<file path="src/rtl/mem_copy_engine.sv">
`default_nettype none
// ============================================================================
// Module      : mem_copy_engine
// Description : memmove-style block copier that drives a single-port
//               synchronous RAM (1-cycle registered read).
// Revision    : 1.0 - initial release
// ============================================================================
module mem_copy_engine #(
    parameter int WIDTH     = 16,
    parameter int ADD_WIDTH = 13
) (
    input  logic                 clk,
    input  logic                 rst,
    input  logic                 start,
    input  logic [ADD_WIDTH-1:0] src,
    input  logic [ADD_WIDTH-1:0] dst,
    input  logic [ADD_WIDTH-1:0] len,
    output logic                 busy,
    output logic                 done,
    output logic                 mem_we,
    output logic [ADD_WIDTH-1:0] mem_add,
    output logic [WIDTH-1:0]     mem_wr,
    input  logic [WIDTH-1:0]     mem_rd
);

    typedef enum logic [1:0] {
        S_IDLE = 2'd0,
        S_RD   = 2'd1,
        S_WR   = 2'd2,
        S_DONE = 2'd3
    } state_t;

    localparam logic [ADD_WIDTH-1:0] c_ONE = ADD_WIDTH'(1);

    state_t                 r_state;
    state_t                 w_state_nxt;
    logic [ADD_WIDTH-1:0]   r_rptr;
    logic [ADD_WIDTH-1:0]   r_wptr;
    logic [ADD_WIDTH-1:0]   r_cnt;
    logic                   r_desc;
    logic [ADD_WIDTH-1:0]   w_rptr_nxt;
    logic [ADD_WIDTH-1:0]   w_wptr_nxt;
    logic [ADD_WIDTH-1:0]   w_cnt_nxt;
    logic                   w_desc_nxt;

    logic [ADD_WIDTH-1:0]   w_dist;
    logic [ADD_WIDTH-1:0]   w_len_m1;
    logic                   w_overlap;

    // Destination starts inside the source block: copy from the top down so
    // no source word is overwritten before it has been read.
    assign w_dist    = dst - src;
    assign w_len_m1  = len - c_ONE;
    assign w_overlap = (w_dist != '0) && (w_dist <= w_len_m1);

    // The RAM's read data is the write data; WR always follows its RD.
    assign mem_wr = mem_rd;

    always_ff @(posedge clk) begin
        if (rst) begin
            r_state <= S_IDLE;
            r_rptr  <= '0;
            r_wptr  <= '0;
            r_cnt   <= '0;
            r_desc  <= 1'b0;
        end else begin
            r_state <= w_state_nxt;
            r_rptr  <= w_rptr_nxt;
            r_wptr  <= w_wptr_nxt;
            r_cnt   <= w_cnt_nxt;
            r_desc  <= w_desc_nxt;
        end
    end

    always_comb begin
        w_state_nxt = r_state;
        w_rptr_nxt  = r_rptr;
        w_wptr_nxt  = r_wptr;
        w_cnt_nxt   = r_cnt;
        w_desc_nxt  = r_desc;
        case (r_state)
            S_IDLE: begin
                if (start) begin
                    if (len == '0) begin
                        w_state_nxt = S_DONE;
                    end else begin
                        w_state_nxt = S_RD;
                        w_cnt_nxt   = len;
                        w_desc_nxt  = w_overlap;
                        if (w_overlap) begin
                            w_rptr_nxt = src + w_len_m1;
                            w_wptr_nxt = dst + w_len_m1;
                        end else begin
                            w_rptr_nxt = src;
                            w_wptr_nxt = dst;
                        end
                    end
                end
            end
            S_RD: begin
                w_state_nxt = S_WR;
            end
            S_WR: begin
                w_cnt_nxt = r_cnt - c_ONE;
                if (r_desc) begin
                    w_rptr_nxt = r_rptr - c_ONE;
                    w_wptr_nxt = r_wptr - c_ONE;
                end else begin
                    w_rptr_nxt = r_rptr + c_ONE;
                    w_wptr_nxt = r_wptr + c_ONE;
                end
                w_state_nxt = (r_cnt == c_ONE) ? S_DONE : S_RD;
            end
            S_DONE: begin
                w_state_nxt = S_IDLE;
            end
            default: begin
                w_state_nxt = S_IDLE;
            end
        endcase
    end

    // Outputs depend only on registered state so start never reaches the RAM.
    always_comb begin
        busy    = 1'b0;
        done    = 1'b0;
        mem_we  = 1'b0;
        mem_add = '0;
        case (r_state)
            S_RD: begin
                busy    = 1'b1;
                mem_add = r_rptr;
            end
            S_WR: begin
                busy    = 1'b1;
                mem_we  = 1'b1;
                mem_add = r_wptr;
            end
            S_DONE: begin
                done = 1'b1;
            end
            default: begin
                busy = 1'b0;
            end
        endcase
    end

endmodule
`default_nettype wire

</file>
<file path="config.mk">
export PLATFORM = sky130hd
export DESIGN_NAME = mem_copy_engine
export DESIGN_NICKNAME = d
export VERILOG_FILES = /design/src/rtl/mem_copy_engine.sv
export SDC_FILE = /design/constraint.sdc
export NUM_CORES = 1
export LEC_CHECK = 0
export BUFFER_PORTS_ARGS = -buffer_cell sky130_fd_sc_hd__buf_2
export CAP_MARGIN = 20
export CORE_ASPECT_RATIO = 0.75
export CORE_MARGIN = 2
export CORE_UTILIZATION = 40
export CTS_CLUSTER_SIZE = 12
export DETAILED_ROUTE_END_ITERATION = 16
export GPL_ROUTABILITY_DRIVEN = 0
export GPL_TIMING_DRIVEN = 0
export MAX_ROUTING_LAYER = met4
export PLACE_DENSITY = 0.66
export SYNTH_ARGS = -nofsm -noshare
export SYNTH_HDL_FRONTEND = slang
export SYNTH_SLANG_ARGS = --single-unit
</file>
<file path="constraint.sdc">
create_clock -name clk -period 11.1 [get_ports clk]
set_input_delay 1.665 -clock clk [delete_from_list [all_inputs] [get_ports clk]]
set_output_delay 1.665 -clock clk [all_outputs]
set_load 0.01 [all_outputs]
</file>
### Word level (Yosys, flattened, before mapping)

Cells that the tools add are included.

* bitwise operators: 1
* reductions and logical operators: 8
* add/sub/neg operators: 9
* multiplexer cells: 21
* $lt $le $gt $ge: 1
* eq/ne operators: 6

Operators with widths (number)
* two-way mux 13 bit: 10
* case mux 13 bit (2 select lines): 4
* subtractor 13 x 1 -> 13 bit, second input constant: 4
* adder 13 x 1 -> 13 bit, second input constant: 2
* adder 13 bit: 2
* equality test 13 x 1 -> 1 bit, second input constant: 1
* <= comparator 13 bit: 1
* logical NOT 13 bit: 1
* nonzero test 13 bit: 1
* subtractor 13 bit: 1
* case mux 2 bit (4 select lines): 1
* two-way mux 2 bit: 3
* AND reduction 3 bit: 2
* equality test 2 bit, second input constant: 2
* inequality test 2 bit, second input constant: 2
* two-way mux 1 bit: 3
* equality test 2 x 1 -> 1 bit, second input constant: 1
* logical NOT 2 bit: 1
* nonzero test 2 bit: 1
* OR reduction 2 bit: 1
* logical AND 1 bit: 1
* NOT 1 bit: 1

* word-level logic and storage cells: 51
* register bits after elaboration: 42
* output and inout port bits: 32
* input bits: 58

### Longest topological paths before layout

Gate-level depths: netlist (run 1).

* word-level depth: 7
* gate-level depth with buffers: 19

### Worst setup path before layout (run 1)

OpenSTA, ideal clock, no wires.

* kind: input port to flip-flop
* start: in len[0]
* end: reg r_rptr[4]
* path slack: 5.614 ns
* stages on the path: 17
* data arrival time: 5.407 ns
* cell sequence: inv_1 ha_1 nand2b_1 or4b_2 or4_1 xnor2_1 inv_1 ha_1 a21o_1 a21o_1 a21oi_1 nand2_1 o21ai_0 o41ai_4 or3_1 a31o_1 a211oi_2

* longest elaborated chain between the ends: 7

RTL lines
* start: declaration: line 17 `input logic [ADD_WIDTH-1:0] len,`
* subtractor 13 x 1 -> 13 bit: line 53 `assign w_len_m1 = len - c_ONE;`
* <= comparator 13 bit: line 54 `assign w_overlap = (w_dist != '0) && (w_dist <= w_len_m1);`
* logical AND 1 bit: line 54
* two-way mux 13 bit: line 90 `if (w_overlap) begin`
* two-way mux 13 bit: line 84 `if (len == '0) begin`
* two-way mux 13 bit: line 83 `if (start) begin`
* case mux 13 bit (2 select lines): line 81 `case (r_state)`
* end signal: assignment: line 68 `r_rptr <= w_rptr_nxt;`
* end: declaration: line 37 `logic [ADD_WIDTH-1:0] r_rptr;`

Several ways; a longest one is shown, not always the timed one. The select of a mux whose other input is x is not followed.
A chain may end at the register's enable or synchronous reset.

### Worst setup path in the final report (run 1)

* start: in len[0]
* end: reg r_wptr[2]

* longest elaborated chain between the ends: 7

RTL lines
* subtractor 13 x 1 -> 13 bit: line 53
* <= comparator 13 bit: line 54
* logical AND 1 bit: line 54
* two-way mux 13 bit: line 90
* two-way mux 13 bit: line 84
* two-way mux 13 bit: line 83
* case mux 13 bit (2 select lines): line 81
* end signal: assignment: line 69 `r_wptr <= w_wptr_nxt;`
* end: declaration: line 38 `logic [ADD_WIDTH-1:0] r_wptr;`

Several ways; a longest one is shown, not always the timed one. The select of a mux whose other input is x is not followed.

==> results.sh, run 1 <==
export IMPL_ant_nets=0
export IMPL_synthTopCellsByArea="ha_1 16%, dfxtp_1 14%, a21oi_1 5.9%"
export IMPL_htree_levels=2
export IMPL_drt_iter0_drc=604
export IMPL_async_reset_ff_share_pct=0
export IMPL_core_um2=14500
export IMPL_diodes=0
export IMPL_synthTopCellsByCount="78 x ha_1, 75 x nor2_1, 70 x a21oi_1, 63 x nand2_1, 53 x inv_1"
export IMPL_start_util_pct=41.2
export IMPL_syn_area_um2=5990
export IMPL_drive_above_1_share_pct=14.4
export IMPL_wl_per_cell_um=17.6
export IMPL_ys_seq_area_share_pct=14.0
export IMPL_synth_distinct_cells=68
export IMPL_synth_fp_nets=947
export IMPL_clk_latency_ns=0.30
export IMPL_cts_buffers=5
export IMPL_overflow=0
export IMPL_crit_required_ns=11.29
export IMPL_grt_pass1_wl_um=29900
export IMPL_synth_area_per_cell_um2=7.43
export IMPL_die_h_um=110
export IMPL_clk_path_buf_depth=2
export IMPL_finalSetupViolations=0
export IMPL_die_x_um=145
export IMPL_post_route_util_pct=46.5
export IMPL_cts_root_buf="clkbuf_16"
export IMPL_tightestPinTransition_ns=1.05
export IMPL_port_buffers=72
export IMPL_p_leak_uw=0.00298
export IMPL_syn_inst=806
export IMPL_via_count=6259
export IMPL_skew_ns=0.00322
export IMPL_hold_viol_final=0
export IMPL_cp_max_fo=10
export IMPL_start_kind="primary input"
export IMPL_p_per_area_nw_per_um2=182
export IMPL_fmax_mhz=160
export IMPL_fin_tns_setup_ns=0
export IMPL_cts_resized=0
export IMPL_period_needed_ns=6.26
export IMPL_cts_hold_buf=0
export IMPL_cts_sinks=42
export IMPL_yosysMostFrequentCell="ha_1"
export IMPL_fin_crit_sh_pct=56.4
export IMPL_outcome="finished clean"
export IMPL_pwr_share_seq_pct=21.2
export IMPL_maxCapViolCount=0
export IMPL_grt_max_degree=24
export IMPL_cts_tree="yes"
export IMPL_ir_drop_mv=0.100
export IMPL_syn_to_final_growth_pct=13.0
export IMPL_ys_ff_latch=42
export IMPL_synth_top_area_share_pct=16.3
export IMPL_drc=0
export IMPL_yosys_area_top_type="ha_1"
export IMPL_die_area_um2=16000
export IMPL_clockPowerShare_pct=14.5
export IMPL_yosysWarnings=0
export IMPL_io_pins=90
export IMPL_synth_ff_type="dfxtp_1"
export IMPL_p_int_uw=627
export IMPL_via_per_inst=5.77
export IMPL_clk_pin_slew_ns=0.06
export IMPL_critical_path_class="primary input to register"
export IMPL_antenna_found_initial=0
export IMPL_drt_wl_total_um=19100
export IMPL_p_sw_uw=605
export IMPL_end_kind="register"
export IMPL_slew_headroom_pct=29.7
export IMPL_finalMaxSlewViolations=0
export IMPL_synth_edf_count=0
export IMPL_rsz0062_at_grt="false"
export IMPL_post_cts_buffers=0
export IMPL_grt_usage_pct=24.4
export IMPL_dp_hpwl_um=15500
export IMPL_nNetsFinal=1026
export IMPL_hp_class="register to register"
export IMPL_rows=38
export IMPL_grt_pass1_vias=5524
export IMPL_drtPass1Iterations=5
export IMPL_worstPathArrival_ns=6.46
export IMPL_power_frac_comb_pct=64.3
export IMPL_netSwitchingFraction_pct=49.1
-- worst paths after layout --
kind	cells after the start	start	slack (ns)	endpoint
setup / recovery	19	len[0]	4.84	r_wptr[2]
hold / removal	2	r_wptr[8]	0.48	r_wptr[8]
setup reg to reg	12	r_desc	7.16	r_wptr[12]
hold reg to reg	2	r_wptr[8]	0.48	r_wptr[8]
-- worst max-delay path, cell delays in order --
cell and delay (ns):
buf_2 0.13, inv_1 0.13, ha_1 0.20, nand2b_1 0.11, or4b_2 0.66, or4_1 0.43
xnor2_1 0.57, inv_1 0.10, ha_1 0.32, a21o_1 0.17, a21o_1 0.17, a21oi_1 0.23
nand2_1 0.08, o21ai_0 0.33, o41ai_4 0.26, buf_4 0.26, nor3_1 0.19, a31oi_1 0.10
a311oi_1 0.34
-- power groups by stage --
stage / Sequential, uW / Clock [uW] / Combinational, uW
after floorplan: 244 / 0 / 581
after global placement: 263 / 0 / 767
after detailed placement: 263 / 0 / 775
after CTS: 260 / 178 / 779
after global routing: 268 / 185 / 874
final: 262 / 179 / 792
-- placed cells by master (no fill, tap or decap), types with 4 or more instances in the layout --
cell type | netlist | layout
a211oi_1 | 32 | 32
or2_2 | 4 | 4
a22oi_1 | 16 | 16
a21oi_1 | 70 | 70
nor3_1 | 22 | 22
o21bai_1 | 6 | 6
or3_1 | 8 | 8
nor4_1 | 11 | 11
nand3_1 | 13 | 13
mux2_2 | 6 | 6
clkbuf_1 | 21 | 21
clkbuf_16 | 0 | 5
nand4_1 | 4 | 4
a2111oi_0 | 4 | 4
nor2_1 | 75 | 75
o211ai_1 | 9 | 9
nor2b_1 | 19 | 19
xnor2_1 | 29 | 29
o21ai_0 | 35 | 35
mux2i_1 | 11 | 11
a31oi_1 | 7 | 7
ha_1 | 78 | 78
nand2_1 | 63 | 63
o31ai_1 | 8 | 8
nand2b_1 | 11 | 11
and3_1 | 5 | 5
inv_1 | 53 | 53
buf_2 | 7 | 79
xor2_1 | 26 | 26
buf_4 | 18 | 18
dfxtp_1 | 42 | 42
a21o_1 | 13 | 13
fa_1 | 5 | 5
o22ai_1 | 14 | 14
o21a_1 | 9 | 9
-- stage by stage --
stage	setup slack, ns	instance area [um^2]	hold slack (ns)	std cells	power, uW
floorplan	5.61	5990	0.445	806	825
CTS	4.92	6770	0.479	1085	1220
global placement	4.65	6600	0.466	1078	1030
finish	4.84	6770	0.479	1085	1230
detailed placement	4.61	6600	0.470	1078	1040
global route	4.62	6770	0.504	1085	1330
-- area by class of cell --
type                    instances  area (um^2)
fillers                      1504         7780
multi-input cells             661         4670
flip-flops and latches         42          841
repair buffers                 72          360
plain buffers                  50          279
well taps                     200          250
inverters                      53          199
clock buffers                   6          139
clock inverters                 1         30.0
-- metal layers --
| metal | track usage, % | vias up | share of wire, % |
|---|---|---|---|
| met4 | 3.78 | 0 | 0.88 |
| li1 | - | 3087 | - |
| met3 | 3.73 | 21 | 7.5 |
| met1 | 36.9 | 2909 | 52 |
| met2 | 34.5 | 242 | 40 |
| met5 | - | - | 0 |
-- sequential cells by signal, summed over array words and instances, names as in the netlist --
| register | cells |
|---|---|
| r_cnt | 13 |
| r_rptr | 13 |
| r_wptr | 13 |
| r_state | 2 |
| r_desc | 1 |
-- kinds of logic after synthesis --
family | Yosys count | synth area share [%]
AOI/OAI and AO/OA | 258 | 29.3
and+or+nand+nor | 248 | 19.7
buffers and inverters | 103 | 7.98
adders and majority gates | 83 | 18.0
xor gates and xnor gates | 55 | 8.04
DFF | 42 | 14.0
muxes | 17 | 2.97
Note: power is estimated with default switching activity, not from simulation.
==> inputs of run 2 (changes only) <==
Settings changed: PLACE_DENSITY 0.66 to 0.69.
Clock period 11.1 ns to 5.4 ns, I/O delays scaled along.
==> results.sh, run 2 (synthesized netlist as in run 1, its figures left out) <==
export IMPL_outcome="finished clean"
export IMPL_pre_cts_slack_ns=-0.243
export IMPL_slowest_stage="or4b_2"
export IMPL_path_buf_inv=4
export IMPL_final_common_cell="buf_2"
export IMPL_ant_nets=0
export IMPL_grt_pass1_vias=5609
export IMPL_fin_crit_sh_pct=95.3
export IMPL_port_buffers=72
export IMPL_crit_required_ns=5.56
export IMPL_slowest_delay_ns=0.67
export IMPL_cts_hold_buf=0
export IMPL_syn_to_final_growth_pct=13.0
export IMPL_slew_headroom_pct=28.2
export IMPL_hold_viol_final=0
export IMPL_die_area_um2=16000
export IMPL_ir_drop_mv=0.256
export IMPL_layout_common_cells="79 x buf_2, 78 x ha_1, 75 x nor2_1, 70 x a21oi_1, 63 x nand2_1"
export IMPL_tightestPinTransition_ns=1.07
export IMPL_start_util_pct=41.2
export IMPL_cts_resized=0
export IMPL_start_kind="primary input"
export IMPL_cts_sinks=42
export IMPL_end_kind="register"
export IMPL_p_per_area_nw_per_um2=368
export IMPL_post_cts_buffers=0
export IMPL_skew_ns=0.00717
export IMPL_rsz0062_at_grt="false"
export IMPL_post_route_util_pct=46.5
export IMPL_wl_per_cell_um=17.5
export IMPL_grt_max_degree=24
export IMPL_grt_usage_pct=24.2
export IMPL_crit_path_cell_trace="buf_2 > inv_1 > ha_1 > nand2b_1 > or4b_2 > or4_1 > xnor2_4 > inv_1 > ha_1 > a21o_1 > a21o_1 > a21oi_1 > nand2_1 > o21ai_0 > o41ai_4 > buf_6 > o21a_1 > o311ai_0 > a21oi_1"
export IMPL_via_per_inst=5.78
export IMPL_cts_root_buf="clkbuf_16"
export IMPL_worstPathArrival_ns=5.31
export IMPL_largestRegisters="r_cnt (13), r_rptr (13), r_wptr (13)"
export IMPL_maxCapViolCount=0
export IMPL_finalSetupViolations=0
export IMPL_grt_pass1_wl_um=29800
export IMPL_p_leak_uw=0.00298
export IMPL_critical_path_class="primary input to register"
export IMPL_htree_levels=2
export IMPL_drt_iter0_drc=524
export IMPL_dp_hpwl_um=15300
export IMPL_overflow=0
export IMPL_cp_max_fo=10
export IMPL_setup_ws_ns=0.252
export IMPL_fmax_mhz=194
export IMPL_drtPass1Iterations=5
export IMPL_cts_tree="yes"
export IMPL_finalPower_uw=2490
export IMPL_via_count=6277
export IMPL_antenna_found_initial=0
export IMPL_clk_pin_slew_ns=0.07
export IMPL_cp_top_family="compound AO/OA/AOI/OAI gates"
export IMPL_die_h_um=110
export IMPL_fin_hold_ws_ns=0.474
export IMPL_rows=38
export IMPL_io_pins=90
export IMPL_finalMaxSlewViolations=0
export IMPL_hp_class="register to register"
export IMPL_period_needed_ns=5.15
export IMPL_fin_tns_setup_ns=0
export IMPL_clk_latency_ns=0.30
export IMPL_core_um2=14500
export IMPL_clk_path_buf_depth=2
export IMPL_drc=0
export IMPL_die_x_um=145
export IMPL_drt_wl_total_um=19000
export IMPL_cts_buffers=5
export IMPL_nNetsFinal=1026
export IMPL_drive_above_1_share_pct=14.6
export IMPL_diodes=0
run 2: worst register-to-register path, stage by stage, from the launching register on:
cell	delay (ns)
dfxtp_1	0.98
ha_1	0.43
nor2b_1	0.17
o31ai_1	0.55
a211oi_1	0.15
a2111oi_0	0.74
a21oi_1	0.25
xnor2_1	0.21
nand2_1	0.06
o311ai_0	0.12
a21oi_1	0.12
run 2: path summary, 6_finish.rpt:
kind	from	endpoint	depth (start not counted)	slack, ns
worst max-delay path	len[0]	r_rptr[12]	19	0.25
worst min-delay path	r_cnt[1]	r_cnt[1]	2	0.47
worst max register to register	r_desc	r_rptr[12]	10	1.48
worst min register to register	r_cnt[1]	r_cnt[1]	2	0.47
run 2: power by group:
| part | total (uW) | internal, uW | leakage (uW) | switching, uW |
|---|---|---|---|---|
| Combinational | 1630 | 645 | 0.00256 | 987 |
| Sequential | 540 | 416 | 0.000347 | 124 |
| Clock | 321 | 183 | 0.0000729 | 138 |
| Total | 2490 | 1240 | 0.00298 | 1250 |
run 2: metal layers:
layer,part of all wire [%],up-vias,wire [um],GRT usage [%]
met5,0,-,0,-
met2,40,279,7580,34.8
met3,9.8,18,1870,4.73
met4,0.85,0,162,3.43
li1,-,3103,-,-
met1,49,2877,9410,35.6
run 2: through the flow:
| stage | cell area [um^2] | std cells |
|---|---|---|
| after floorplan | 5990 | 806 |
| after global placement | 6600 | 1078 |
| after detailed placement | 6600 | 1078 |
| after CTS | 6750 | 1086 |
| after global routing | 6770 | 1086 |
| final | 6770 | 1086 |
run 2: cell type report:
type | count | area [um^2]
buffer | 50 | 279
clock buffer | 6 | 139
clock inverter | 2 | 12.5
fill | 1524 | 7780
inverter | 53 | 199
multi-input combinational | 661 | 4690
sequential | 42 | 841
tap | 200 | 250
timing repair buffer | 72 | 360
==> inputs of run 3 (changes only) <==
Settings changed: RECOVER_POWER set to 50, SLEW_MARGIN set to 10.
==> results.sh, run 3 (synthesized netlist as in run 1, its figures left out) <==
export IMPL_outcome="finished clean"
export IMPL_via_count=6273
export IMPL_drive_above_1_share_pct=10.8
export IMPL_final_cells=1086
export IMPL_finalPower_uw=2490
export IMPL_grt_pass1_vias=5609
export IMPL_start_kind="primary input"
export IMPL_skew_ns=0.00902
export IMPL_tightestPinTransition_ns=1.05
export IMPL_drtPass1Iterations=5
export IMPL_drt_iter0_drc=545
export IMPL_grt_usage_pct=24.2
export IMPL_slew_headroom_pct=30.0
export IMPL_pre_cts_slack_ns=-0.243
export IMPL_cts_sinks=42
export IMPL_drt_wl_total_um=19100
export IMPL_hold_viol_final=0
export IMPL_die_h_um=110
export IMPL_htree_levels=2
export IMPL_finalSetupViolations=0
export IMPL_maxCapViolCount=0
export IMPL_placed_area_um2=6600
export IMPL_rows=38
export IMPL_diodes=0
export IMPL_wl_per_cell_um=17.6
export IMPL_period_needed_ns=5.13
export IMPL_clk_path_buf_depth=2
export IMPL_drc=0
export IMPL_ant_nets=0
export IMPL_syn_to_final_growth_pct=12.3
export IMPL_cts_tree="yes"
export IMPL_rsz0062_at_grt="false"
export IMPL_cts_buffers=5
export IMPL_crit_required_ns=5.57
export IMPL_via_per_inst=5.78
export IMPL_critical_path_class="primary input to register"
export IMPL_cts_root_buf="clkbuf_16"
export IMPL_hp_class="register to register"
export IMPL_grt_pass1_wl_um=29800
export IMPL_worstPathArrival_ns=5.30
export IMPL_overflow=0
export IMPL_finalMaxSlewViolations=0
export IMPL_io_pins=90
export IMPL_fmax_mhz=195
export IMPL_fin_hold_ws_ns=0.474
export IMPL_start_util_pct=41.2
export IMPL_fin_crit_sh_pct=95.1
export IMPL_p_per_area_nw_per_um2=370
export IMPL_die_area_um2=16000
export IMPL_ir_drop_mv=0.256
export IMPL_port_buffers=72
export IMPL_final_common_cell="ha_1"
export IMPL_cp_max_fo=10
export IMPL_grt_max_degree=24
export IMPL_setup_ws_ns=0.266
export IMPL_p_leak_uw=0.00286
export IMPL_dp_cells=1078
export IMPL_clk_pin_slew_ns=0.07
export IMPL_clk_latency_ns=0.30
export IMPL_core_um2=14500
export IMPL_cts_hold_buf=0
export IMPL_dp_hpwl_um=15300
export IMPL_post_cts_buffers=0
export IMPL_layout_common_cells="78 x ha_1, 75 x nor2_1, 70 x a21oi_1, 63 x nand2_1, 55 x clkbuf_1"
export IMPL_largestRegisters="r_cnt (13), r_rptr (13), r_wptr (13)"
export IMPL_antenna_found_initial=0
export IMPL_finalInstanceArea_um2=6730
export IMPL_nNetsFinal=1026
export IMPL_end_kind="register"
export IMPL_die_x_um=145
-- run 3: through the flow --
stage               TNS [ns]  utilization (%)
finish                     0             46.2
global route               0             46.2
CTS                        0             46.4
detailed placement     -1.58             45.4
global placement       -1.32             45.4
floorplan                  0                -
-- run 3: timing repair --
| item | 4_1_cts | 5_1_grt |
|---|---|---|
| setup endpoints to repair | 0 | 16 |
| resized for setup | 0 | 2 |
| endpoints found under the hold margin | 0 | 0 |
-- run 3: worst max-delay path, cell delays in order --
cell	delay (ns)
buf_2	0.13
inv_1	0.14
ha_1	0.21
nand2b_1	0.10
or4b_2	0.67
or4_1	0.52
xnor2_4	0.28
inv_1	0.07
ha_1	0.29
a21o_1	0.16
a21o_1	0.17
a21oi_1	0.22
nand2_1	0.07
o21ai_0	0.33
o41ai_4	0.28
buf_6	0.23
o21a_1	0.17
o311ai_0	0.32
a21oi_1	0.12
-- run 3: power by group --
part | internal, uW | switching, uW
clock network | 184 | 141
logic | 638 | 987
registers | 416 | 122
-- run 3: area by class of cell --
type,instances,area (um^2)
Timing Repair Buffer,72,320
Tap cell,200,250
Inverter,53,199
Clock buffer,6,139
Buffer,50,278
Multi-Input combinational cell,661,4690
Clock inverter,2,12.5
Sequential cell,42,841
Fill cell,1538,7820
-- run 3: worst paths after layout --
| kind | start | to | slack [ns] | cells after the start |
|---|---|---|---|---|
| setup / recovery | len[0] | r_rptr[12] | 0.27 | 19 |
| hold / removal | r_cnt[1] | r_cnt[1] | 0.47 | 2 |
| setup reg to reg | r_desc | r_rptr[12] | 1.48 | 10 |
| hold reg to reg | r_cnt[1] | r_cnt[1] | 0.47 | 2 |
-- run 3: metal layers --
layer	global-route usage [%]	vias up	part of all wire [%]
met4	3.43	0	1.1
li1	-	3100	-
met1	35.6	2881	50
met3	4.73	23	9.1
met5	-	-	0
met2	34.8	269	40
